File: config.mk
export PLATFORM = sky130hd
export DESIGN_NAME = systolic_output_drain
export DESIGN_NICKNAME = d
export VERILOG_FILES = /design/src/rtl/systolic_output_drain_pkg.sv /design/src/rtl/systolic_output_drain_postproc.sv /design/src/rtl/systolic_output_drain.sv
export SDC_FILE = /design/constraint.sdc
export NUM_CORES = 1
export LEC_CHECK = 0
export BUFFER_PORTS_ARGS = -buffer_cell sky130_fd_sc_hd__buf_2
export CAP_MARGIN = 25
export CORE_UTILIZATION = 55
export DETAILED_ROUTE_END_ITERATION = 10
export GPL_TIMING_DRIVEN = 0
export PLACE_DENSITY = 0.83
export SLEW_MARGIN = 20
export SYNTH_ARGS = -nofsm -noshare
export SYNTH_HDL_FRONTEND = slang
export SYNTH_SLANG_ARGS = --single-unit
File: constraint.sdc
create_clock -name clk -period 32.7 [get_ports clk]
set_input_delay 3.27 -clock clk [delete_from_list [all_inputs] [get_ports clk]]
set_output_delay 3.27 -clock clk [all_outputs]
set_load 0.02 [all_outputs]
File: src/rtl/systolic_output_drain_pkg.sv
// Shared defaults and arithmetic helpers for the systolic array output path.
// sat_add is width-generic so other LeNet stages can reuse it.
package systolic_output_drain_pkg;

  localparam int DATA_W    = 16;
  localparam int TILE_SIZE = 4;
  localparam int IDX_W     = $clog2(TILE_SIZE * TILE_SIZE);

  // Operands arrive sign-extended to 64 bits; the result is clamped to a signed w-bit range.
  function automatic logic signed [63:0] sat_add(input logic signed [63:0] a,
                                                 input logic signed [63:0] b,
                                                 input int w);
    logic signed [63:0] s;
    logic signed [63:0] hi;
    logic signed [63:0] lo;
    s  = a + b;
    hi = (64'sd1 <<< (w - 1)) - 64'sd1;
    lo = -hi - 64'sd1;
    if (s > hi) return hi;
    if (s < lo) return lo;
    return s;
  endfunction

endpackage

File: src/rtl/systolic_output_drain_postproc.sv
// Combinational bias add, saturation to N bits, then optional ReLU.
module drain_postproc
  import systolic_output_drain_pkg::*;
#(
  parameter int N = DATA_W
) (
  input  logic signed [N-1:0] z,
  input  logic signed [N-1:0] bias,
  input  logic                relu_en,
  output logic        [N-1:0] result
);

  logic signed [63:0] sum_sat;

  always_comb begin
    sum_sat = sat_add(64'(z), 64'(bias), N);
    result  = (relu_en && (sum_sat < 64'sd0)) ? '0 : sum_sat[N-1:0];
  end

endmodule

File: src/rtl/systolic_output_drain.sv
// Captures flattened Z tiles into a two-slot buffer and streams them row-major,
// one post-processed element per valid/ready handshake; tiles with no free slot are dropped.
module systolic_output_drain
  import systolic_output_drain_pkg::*;
#(
  parameter int N    = DATA_W,
  parameter int SIZE = TILE_SIZE
) (
  input  logic                          clk,
  input  logic                          reset,
  input  logic [N*SIZE*SIZE-1:0]        Z_in,
  input  logic                          z_valid,
  input  logic [N-1:0]                  bias,
  input  logic                          relu_en,
  input  logic                          out_ready,
  input  logic                          clear_ovf,
  output logic [N-1:0]                  out_data,
  output logic                          out_valid,
  output logic                          out_last,
  output logic [$clog2(SIZE*SIZE)-1:0]  out_idx,
  output logic                          buf_full,
  output logic                          overflow
);

  localparam int              ELEMS    = SIZE * SIZE;
  localparam int              IW       = $clog2(ELEMS);
  localparam logic [IW-1:0]   LAST_IDX = IW'(ELEMS - 1);

  logic [N*ELEMS-1:0] tile_q [2];
  logic [N-1:0]       bias_q [2];
  logic               relu_q [2];

  logic          wr_ptr;
  logic          rd_ptr;
  logic [1:0]    count;
  logic [1:0]    count_nxt;
  logic [IW-1:0] elem_cnt;

  logic          load;
  logic          rel;
  logic          accept;
  logic          drop;
  logic [N-1:0]  elem;
  logic [N-1:0]  pp_result;

  // A full buffer can still take a tile in the cycle its oldest tile releases.
  always_comb begin
    load      = (count != 2'd0) && (!out_valid || out_ready);
    rel       = load && (elem_cnt == LAST_IDX);
    accept    = z_valid && ((count != 2'd2) || rel);
    drop      = z_valid && !accept;
    count_nxt = count;
    if (accept && !rel)      count_nxt = count + 2'd1;
    else if (rel && !accept) count_nxt = count - 2'd1;
    elem      = tile_q[rd_ptr][int'(elem_cnt) * N +: N];
  end

  drain_postproc #(.N(N)) u_postproc (
    .z       (elem),
    .bias    (bias_q[rd_ptr]),
    .relu_en (relu_q[rd_ptr]),
    .result  (pp_result)
  );

  always_ff @(posedge clk) begin
    if (accept) begin
      tile_q[wr_ptr] <= Z_in;
      bias_q[wr_ptr] <= bias;
      relu_q[wr_ptr] <= relu_en;
    end
  end

  always_ff @(posedge clk or posedge reset) begin
    if (reset) begin
      wr_ptr    <= 1'b0;
      rd_ptr    <= 1'b0;
      count     <= 2'd0;
      elem_cnt  <= '0;
      buf_full  <= 1'b0;
      overflow  <= 1'b0;
      out_data  <= '0;
      out_valid <= 1'b0;
      out_last  <= 1'b0;
      out_idx   <= '0;
    end else begin
      count    <= count_nxt;
      buf_full <= (count_nxt == 2'd2);
      if (accept) wr_ptr <= ~wr_ptr;
      if (rel)    rd_ptr <= ~rd_ptr;

      if (drop)           overflow <= 1'b1;
      else if (clear_ovf) overflow <= 1'b0;

      if (load) begin
        out_valid <= 1'b1;
        out_data  <= pp_result;
        out_idx   <= elem_cnt;
        out_last  <= (elem_cnt == LAST_IDX);
        elem_cnt  <= rel ? '0 : elem_cnt + IW'(1);
      end else if (out_valid && out_ready) begin
        out_valid <= 1'b0;
      end
    end
  end

endmodule

==> impl_metrics.yaml, run 1 <==
run_status:
  status: "complete, no violations"
global_routing:
  met1_usage_pct: 34.1
  met2_usage_pct: 43.7
  first_pass_grt_wire_length_um: 77500
  gr-max-usage-layer: "met2"
  total_routing_usage_gr_pct: 26.1
  groute.layer.met3.usage_pct: 5.97
  grt_pass1_vias: 12497
  total_gr_overflow: 0
  grt_max_degree: 57
  antenna_found_initial: 28
worst_setup_path:
  timing.reg2reg.setup_slack_ps: 26460
  criticalPathCategory: "reg -> reg"
  worstReg2RegStart: "elem_cnt[0]"
  data_arrival_critical_path_ps: 6720
  critical_path_peak_fanout: 10
  worstSetupEndpointType: "flop"
  path_cells: "clkbuf_1, clkbuf_1, buf_1, mux4_2, mux4_2, mux2_2, ha_1, fa_1, a21o_1, a211oi_1, o21ai_0, nand3_1, o211ai_1, o211a_1, buf_2, a221o_1"
  worst_ep_required_time_ps: 33170
  slowest_cell_on_the_critical_path: "buf_1"
  worst_setup_path_startpoint: "elem_cnt[0]"
  timing.critical_path.slowest_cell_delay_ps: 730
  startpoint_type: "flop"
layout:
  finalInstanceArea_mm2: 0.0272
  post_route_cells_drive_above_1_share_pct: 43.8
  final_nets: 1679
  area_delta_synth_final_pct: 20.3
sta:
  clock-skew-final_ps: 17.5
  worst_slew_slack_as_a_fraction_of_its_limit_pct: 30.5
  timing.final.hold_violations: 0
  rsz0062_at_grt: "false"
  final.setup.tns_ps: 0
  slew_viol_final: 0
  final_clock_period_utilization_by_the_worst_path_pct: 19.1
  minimum_clock_period_after_layout_ps: 6240
  clock.fmax_mhz: 160
  setup_viol_count_final: 0
  worstMarginPinSlew_ps: 1040
route:
  routed_wl_um: 53600
  ant_nets: 0
  drt-initial-drc-count: 985
  routed_wirelength_normalized_by_instance_count_um: 27.2
  drcViolationCount: 0
  viasPerCell: 6.02
  drt_pass1_iterations: 7
  num_vias: 11854
clocking:
  clkSlewWorstSetupHoldPaths_ps: 60
  cts_sinks: 578
  cts-root-buf: "clkbuf_16"
  cts-buffers-inserted: 56
  post_cts_buffers: 0
  cts_hold_buffers: 0
  clock_latency_late_sink_ps: 600
  cts_tree: "yes"
  postCtsResizedCells: 0
  ctsLongestPathBuffers: 3
  htreeDepth: 2
synthesis:
  yosysWarnings: 0
  synth_cell_types: 51
  ys.flop_type: "edfxtp_1"
  flop_and_latch_count_out_of_synthesis: 578
  synthCells: 997
  combined_area_of_all_synthesized_cells_mm2: 0.0226
  main_area_contributors_after_synthesis: "edfxtp_1 (72%), mux4_2 (16%), dfrtp_1 (3.5%)"
  synth-edff-count: 546
  synthArstFlopShare_pct: 5.54
  synthTopCellsByCount: "edfxtp_1 (546), mux4_2 (160), mux2_2 (33)"
  synth.top_cell.area_share_pct: 72.4
  proportion_of_synthesized_chip_area_in_sequential_cells_pct: 75.9
  synth.avg_cell_area_um2: 22.7
  mappedNetlistNets: 1295
  yosysTopAreaCell: "edfxtp_1"
  yosys.cell_count.top_type: "edfxtp_1"
placed_design:
  placement.cell_area_mm2: 0.0254
  place.port_buffers: 301
  dp_hpwl_um: 37200
  routabilityCongestion: 0.820
floorplanning:
  i_o_pin_total: 302
  die_area_mm2: 0.0420
  die_x_um: 205
  chip_height_um: 205
  initial_core_util_pct: 56.4
  num_rows: 73
  core_area_mm2: 0.0402
power_and_ir_drop:
  irDropWorstVdd_mv: 0.0582
  power.leakage_nw: 9.53
  post_layout_power_mw: 2.83
  power_density_mw_per_mm2: 104
worst_hold_path:
  worstHoldStart: "out_data[15]"
  min_delay_path_class: "reg -> reg"
flow_run:
  maxCapViolCount: 0
==> final timing paths <==
check | cells past startpoint | end
min in group asynchronous | 2 | count[0]
max in group asynchronous | 2 | out_data[15]
min | 2 | out_data[15]
min reg2reg | 2 | out_data[15]
max reg2reg | 16 | out_data[3]
max | 16 | out_data[3]
==> power breakdown <==
| part | leakage, nW | internal (mW) | switching, mW |
|---|---|---|---|
| clock | 0.883 | 0.364 | 0.268 |
| combinational | 3.17 | 0.509 | 0.623 |
| sequential | 5.47 | 1.02 | 0.0475 |
==> registers in the layout (all words and copies together), names as in the netlist <==
signal,cells
bias_q,32
buf_full,1
count,2
elem_cnt,4
out_data,16
out_idx,4
out_last,1
out_valid,1
overflow,1
rd_ptr,1
relu_q,2
tile_q,512
wr_ptr,1
==> metrics by stage <==
step	utilization, %	std cells	hold slack, ps	worst slack, ps
after floorplan	-	997	460	16370
after global placement	61.7	1823	462	10240
after detailed placement	63.1	1847	481	26420
after CTS	67.6	1950	494	26410
after global routing	67.7	1963	528	26210
final	67.8	1969	490	26460
==> routing by layer <==
layer	vias up	wire, µm
li1	5057	-
met1	6129	20400
met2	548	27600
met3	96	4250
met4	24	1170
met5	-	159
==> layout make-up <==
| class | instances | area (µm²) |
|---|---|---|
| antenna | 18 | 45.0 |
| buffer | 48 | 211 |
| clock buffer | 68 | 1490 |
| clock inverter | 35 | 320 |
| fill | 2543 | 13000 |
| inverter | 7 | 26.3 |
| multi-input combinational | 364 | 5230 |
| sequential | 578 | 17200 |
| tap | 525 | 657 |
| timing repair buffer | 326 | 2060 |
==> layout by cell type, fill, tap and decap left out, types with 15 or more instances in the layout <==
master / n
dfrtp_1: 32
diode_2: 18
edfxtp_1: 546
buf_2: 310
clkbuf_16: 58
mux4_2: 160
clkbuf_1: 28
ha_1: 19
a21oi_1: 15
mux2_2: 33
nand2_1: 27
o21ai_0: 15
buf_1: 17
==> worst max-delay path: cells and delay by family (launching register included) <==
family | cells | cell delay [ps]
buffers and inverters | 4 | 2070
AOI/OAI and AO/OA | 6 | 1420
DFF | 1 | 360
and+or+nand+nor | 1 | 210
muxes | 3 | 1360
adders and majority gates | 2 | 680
==> cell families after synthesis <==
family | synth area share (%)
compound gates | 2.52
xor+xnor | 0.541
fa+ha+maj | 1.14
buf+inv | 1.02
flops | 75.9
mux | 17.6
simple gates | 1.29
(Power assumes the default switching activity.)
==> inputs of run 2 (changes only) <==
- CORE_UTILIZATION: 55 -> 52
- PLACE_DENSITY: 0.83 -> 0.82
- clock period: 32.7 -> 5.61 ns (I/O delays scaled with it)
==> run 2 against run 1 <==
Effect of this change: sequential share of layout area up 0.19 points; global-route usage down 2.1 points; clock skew down 2.3 ps; largest power group unchanged; highest routed layer unchanged.
==> impl_metrics.yaml, run 2 (synthesized netlist as in run 1, its figures left out) <==
clocking:
  clock_latency_late_sink_ps: 610
  clkSlewWorstSetupHoldPaths_ps: 70
  cts_tree: "yes"
  ctsLongestPathBuffers: 3
  cts_sinks: 578
  htreeDepth: 2
  cts-buffers-inserted: 55
  post_cts_buffers: 0
  cts-root-buf: "clkbuf_16"
layout:
  largest-register: "tile_q"
  final_nets: 1674
  largest_register_ff_count: 512
  most_common_library_cell_in_the_layout_ignoring_fill_and_taps: "edfxtp_1"
  layout_top_registers: "tile_q x512, bias_q x32, out_data x16"
  area_delta_synth_final_pct: 19.9
  layout.cells.most_common_list: "edfxtp_1 (546), buf_2 (314), mux4_2 (160)"
  post_route_cells_drive_above_1_share_pct: 44.5
  finalInstanceArea_mm2: 0.0272
worst_setup_path:
  r2r_cells: 15
  worstSetupEndpointType: "flop"
  critical_path_peak_fanout: 10
  data_arrival_critical_path_ps: 5840
  criticalPathCategory: "reg -> reg"
  startpoint_type: "flop"
  worst_ep_required_time_ps: 6080
global_routing:
  antenna_found_initial: 23
  total_routing_usage_gr_pct: 24.0
  first_pass_grt_wire_length_um: 75900
  grt_pass1_vias: 12303
  total_gr_overflow: 0
  grt_max_degree: 56
sta:
  rsz0062_at_grt: "false"
  setup_viol_count_final: 0
  minimum_clock_period_after_layout_ps: 5370
  slew_viol_final: 0
  final_clock_period_utilization_by_the_worst_path_pct: 95.7
  clock-skew-final_ps: 15.2
  final.setup.tns_ps: 0
  timing.final.hold_violations: 0
  worst_slew_slack_as_a_fraction_of_its_limit_pct: 40.2
  clock.fmax_mhz: 186
  worstMarginPinSlew_ps: 898
power_and_ir_drop:
  power_density_mw_per_mm2: 597
  post_layout_power_mw: 16.2
  irDropWorstVdd_mv: 0.393
  power.leakage_nw: 9.48
placed_design:
  dp_hpwl_um: 36500
  place.port_buffers: 301
  routabilityCongestion: 0.858
  placement.cell_area_mm2: 0.0254
route:
  drt-initial-drc-count: 1125
  drcViolationCount: 0
  num_vias: 11755
  viasPerCell: 5.81
  routed_wirelength_normalized_by_instance_count_um: 26.0
  drt_pass1_iterations: 7
  ant_nets: 0
  routed_wl_um: 52600
worst_hold_path:
  min_delay_path_class: "in -> async"
floorplanning:
  die_x_um: 211
  i_o_pin_total: 302
  core_area_mm2: 0.0430
  die_area_mm2: 0.0444
  num_rows: 76
  chip_height_um: 211
  initial_core_util_pct: 52.7
flow_run:
  maxCapViolCount: 0
run_status:
  status: "complete, no violations"
-- run 2: area by class of cell --
class                   instances  area, µm²
flip-flops and latches        578      17200
fillers                      2923      15800
multi-input cells             364       5250
repair buffers                322       1970
clock buffers                  65       1440
well taps                     585        732
plain buffers                  48        259
clock inverters                37        240
diodes                         16       40.0
inverters                       7       26.3
-- run 2: power by group --
part	switching [mW]	total, mW	leakage, nW	internal, mW
logic	3.62	6.56	3.19	2.94
clock network	1.55	3.47	0.819	1.92
registers	0.259	6.18	5.47	5.92
-- run 2: through the flow --
| stage | hold slack (ps) | utilization, % | worst slack (ps) | instances |
|---|---|---|---|---|
| 3_5_place_dp | 467 | 59.1 | -903 | 1903 |
| 2_1_floorplan | 514 | - | -179 | 997 |
| 4_1_cts | 46.6 | 63.1 | 6.35 | 2005 |
| 5_1_grt | 104 | 63.1 | 13.5 | 2015 |
| 3_3_place_gp | 471 | 58.0 | -2530 | 1883 |
| 6_report | 58.3 | 63.2 | 242 | 2022 |
-- run 2: worst max-delay path: stages (launching register included) --
cell and delay (ps):
dfrtp_1 350, clkbuf_2 300, clkbuf_1 690, mux4_2 440
mux4_2 540, mux2_2 360, ha_1 270, fa_1 410
a21o_1 190, a211oi_1 330, o21ai_0 250, nand3_1 190
o211ai_1 100, o211a_1 290, buf_2 210, a221o_1 310
-- run 2: timing repair --
| item | in CTS | in global routing |
|---|---|---|
| setup endpoints to repair | 16 | 10 |
| hold endpoints to repair | 0 | 0 |
| gates resized for setup | 19 | 10 |
| hold buffers | 0 | 0 |
-- run 2: routing by layer --
| layer | track usage, % | vias to the layer above | share of wire [%] |
|---|---|---|---|
| li1 | - | 5043 | - |
| met1 | 31.4 | 6099 | 39 |
| met2 | 39.4 | 505 | 50 |
| met3 | 5.98 | 90 | 7.7 |
| met4 | 8.75 | 18 | 2.6 |
| met5 | 0 | - | 0.24 |
-- run 2: final timing paths --
path / slack [ps] / end / start
worst min register to register: 480 / out_idx[1] / out_idx[1]
worst min-delay path: 60 / out_idx[2] / reset
min in group clk: 140 / tile_q[0][94] / Z_in[94]
worst max register to register: 240 / out_data[12] / elem_cnt[0]
max in group asynchronous: 5120 / out_idx[1] / reset
worst max-delay path: 240 / out_data[12] / elem_cnt[0]
==> inputs of run 3 (changes only) <==
- CORE_UTILIZATION: 52 -> 55
- PLACE_DENSITY: 0.82 -> 0.83
- SKIP_CTS_REPAIR_TIMING: unset -> 1
- clock period: 5.61 -> 6.7 ns (I/O delays scaled with it)
==> run 3 against run 2 <==
Effect of this change: sequential power fell by 16%; cell count shrank 2.7%; die area down 5.4%; worst hold slack gained 100 ps; register-to-register slack better by 210 ps; sequential share of layout area shrank 0.22 points; largest power group unchanged.
==> impl_metrics.yaml, run 3 (synthesized netlist as in run 1, its figures left out) <==
run_status:
  status: "complete, no violations"
sta:
  worstMarginPinSlew_ps: 987
  worst_slew_slack_as_a_fraction_of_its_limit_pct: 34.2
  timing.final.hold_violations: 0
  slew_viol_final: 0
  rsz0062_at_grt: "false"
  whs_ps: 161
  setup_viol_count_final: 0
  clock-skew-final_ps: 27.0
  final_clock_period_utilization_by_the_worst_path_pct: 93.2
  minimum_clock_period_after_layout_ps: 6250
  clock.fmax_mhz: 160
worst_setup_path:
  critical_path_peak_fanout: 10
  worst_ep_required_time_ps: 7180
  criticalPathCategory: "reg -> reg"
  cp.depth: 16
  data_arrival_critical_path_ps: 6720
  worstSetupEndpointType: "flop"
  r2r_cells: 16
  path_cells: "clkbuf_1, clkbuf_1, buf_1, mux4_2, mux4_2, mux2_2, ha_1, fa_1, a21o_1, a211oi_1, o21ai_0, nand3_1, o211ai_1, o211a_1, buf_2, a221o_1"
  startpoint_type: "flop"
  timing.critical_path.slowest_cell_delay_ps: 700
  slowest_cell_on_the_critical_path: "buf_1"
  path_delay_family: "buffers and inverters"
  critPathBufInv: 4
layout:
  final_nets: 1680
  layout.cells.most_common_list: "edfxtp_1 (546), buf_2 (310), mux4_2 (160)"
  finish.cell_count_without_fillers: 1967
  largest_register_ff_count: 512
  post_route_cells_drive_above_1_share_pct: 43.8
  finalInstanceArea_mm2: 0.0272
  largest-register: "tile_q"
  most_common_library_cell_in_the_layout_ignoring_fill_and_taps: "edfxtp_1"
  layout_top_registers: "tile_q x512, bias_q x32, out_data x16"
  area_delta_synth_final_pct: 20.3
route:
  viasPerCell: 6.02
  drt_pass1_iterations: 5
  drt-initial-drc-count: 998
  route.met2.wl_um: 27300
  drcViolationCount: 0
  maxUsedRoutingLayer: "met5"
  wl_met3_um: 4190
  routed_wirelength_normalized_by_instance_count_um: 27.3
  ant_nets: 0
  routed_wl_um: 53600
  routedLengthMet1_um: 20400
  num_vias: 11851
placed_design:
  dp_hpwl_um: 36700
  placed_cells: 1846
  placement.cell_area_mm2: 0.0253
  place.port_buffers: 301
  routabilityCongestion: 0.822
floorplanning:
  initial_core_util_pct: 56.4
  core_area_mm2: 0.0402
  die_area_mm2: 0.0420
  chip_height_um: 205
  i_o_pin_total: 302
  die_x_um: 205
  num_rows: 73
clocking:
  cts_sinks: 578
  clkSlewWorstSetupHoldPaths_ps: 60
  clock_latency_late_sink_ps: 620
  cts_tree: "yes"
  cts-root-buf: "clkbuf_16"
  cts-buffers-inserted: 56
  ctsLongestPathBuffers: 3
  htreeDepth: 2
global_routing:
  grt_max_degree: 56
  total_routing_usage_gr_pct: 26.0
  first_pass_grt_wire_length_um: 77200
  total_gr_overflow: 0
  antenna_found_initial: 23
  grt_pass1_vias: 12424
flow_run:
  maxCapViolCount: 0
power_and_ir_drop:
  irDropWorstVdd_mv: 0.291
  power.leakage_nw: 9.53
  power_density_mw_per_mm2: 510
worst_hold_path:
  min_delay_path_class: "in -> async"
-- run 3: path summary, 6_finish.rpt --
kind	start	to	slack, ps
max	elem_cnt[0]	out_data[9]	450
max in group asynchronous	reset	rd_ptr	6120
max reg2reg	elem_cnt[0]	out_data[9]	450
min reg2reg	out_idx[0]	out_idx[0]	480
min	reset	out_data[13]	160
min in group clk	Z_in[90]	tile_q[0][90]	240
-- run 3: final cells by class --
type,count,area [µm²]
Clock inverter,27,322
Inverter,7,26.3
Clock buffer,77,1520
Buffer,48,211
Fill cell,2527,12900
Multi-Input combinational cell,364,5230
Tap cell,525,657
Antenna cell,14,35.0
Sequential cell,578,17200
Timing Repair Buffer,327,2040
-- run 3: per-stage QoR --
step	total power, mW	util (%)	setup WS (ps)	TNS, ps
after floorplan	8.96	-	687	0
final	13.9	67.8	454	0
after global routing	14.5	67.8	256	0
after global placement	10.5	61.8	-1730	-579630
after CTS	13.9	67.6	401	0
after detailed placement	10.7	63.0	529	0
-- run 3: report_power, final --
group	leakage (nW)	total, mW	switching (mW)	internal [mW]
sequential	5.47	5.19	0.227	4.96
clock	0.897	3.16	1.33	1.83
combinational	3.17	5.54	3.06	2.48
-- run 3: per-layer routing --
layer	GRT usage, %	vias up
met1	32.7	6171
li1	-	5048
met5	0	-
met4	10.8	18
met3	7.13	99
met2	42.7	515
-- run 3: worst register-to-register path, delay by kind of cell, from the launching register on --
family                   cells  cell delay (ps)
adder cells (fa/ha/maj)      2              680
flip-flops                   1              350
multiplexers                 3             1360
AO/OA/AOI/OAI                6             1490
AND/OR/NAND/NOR              1              210
buffers and inverters        4             2040
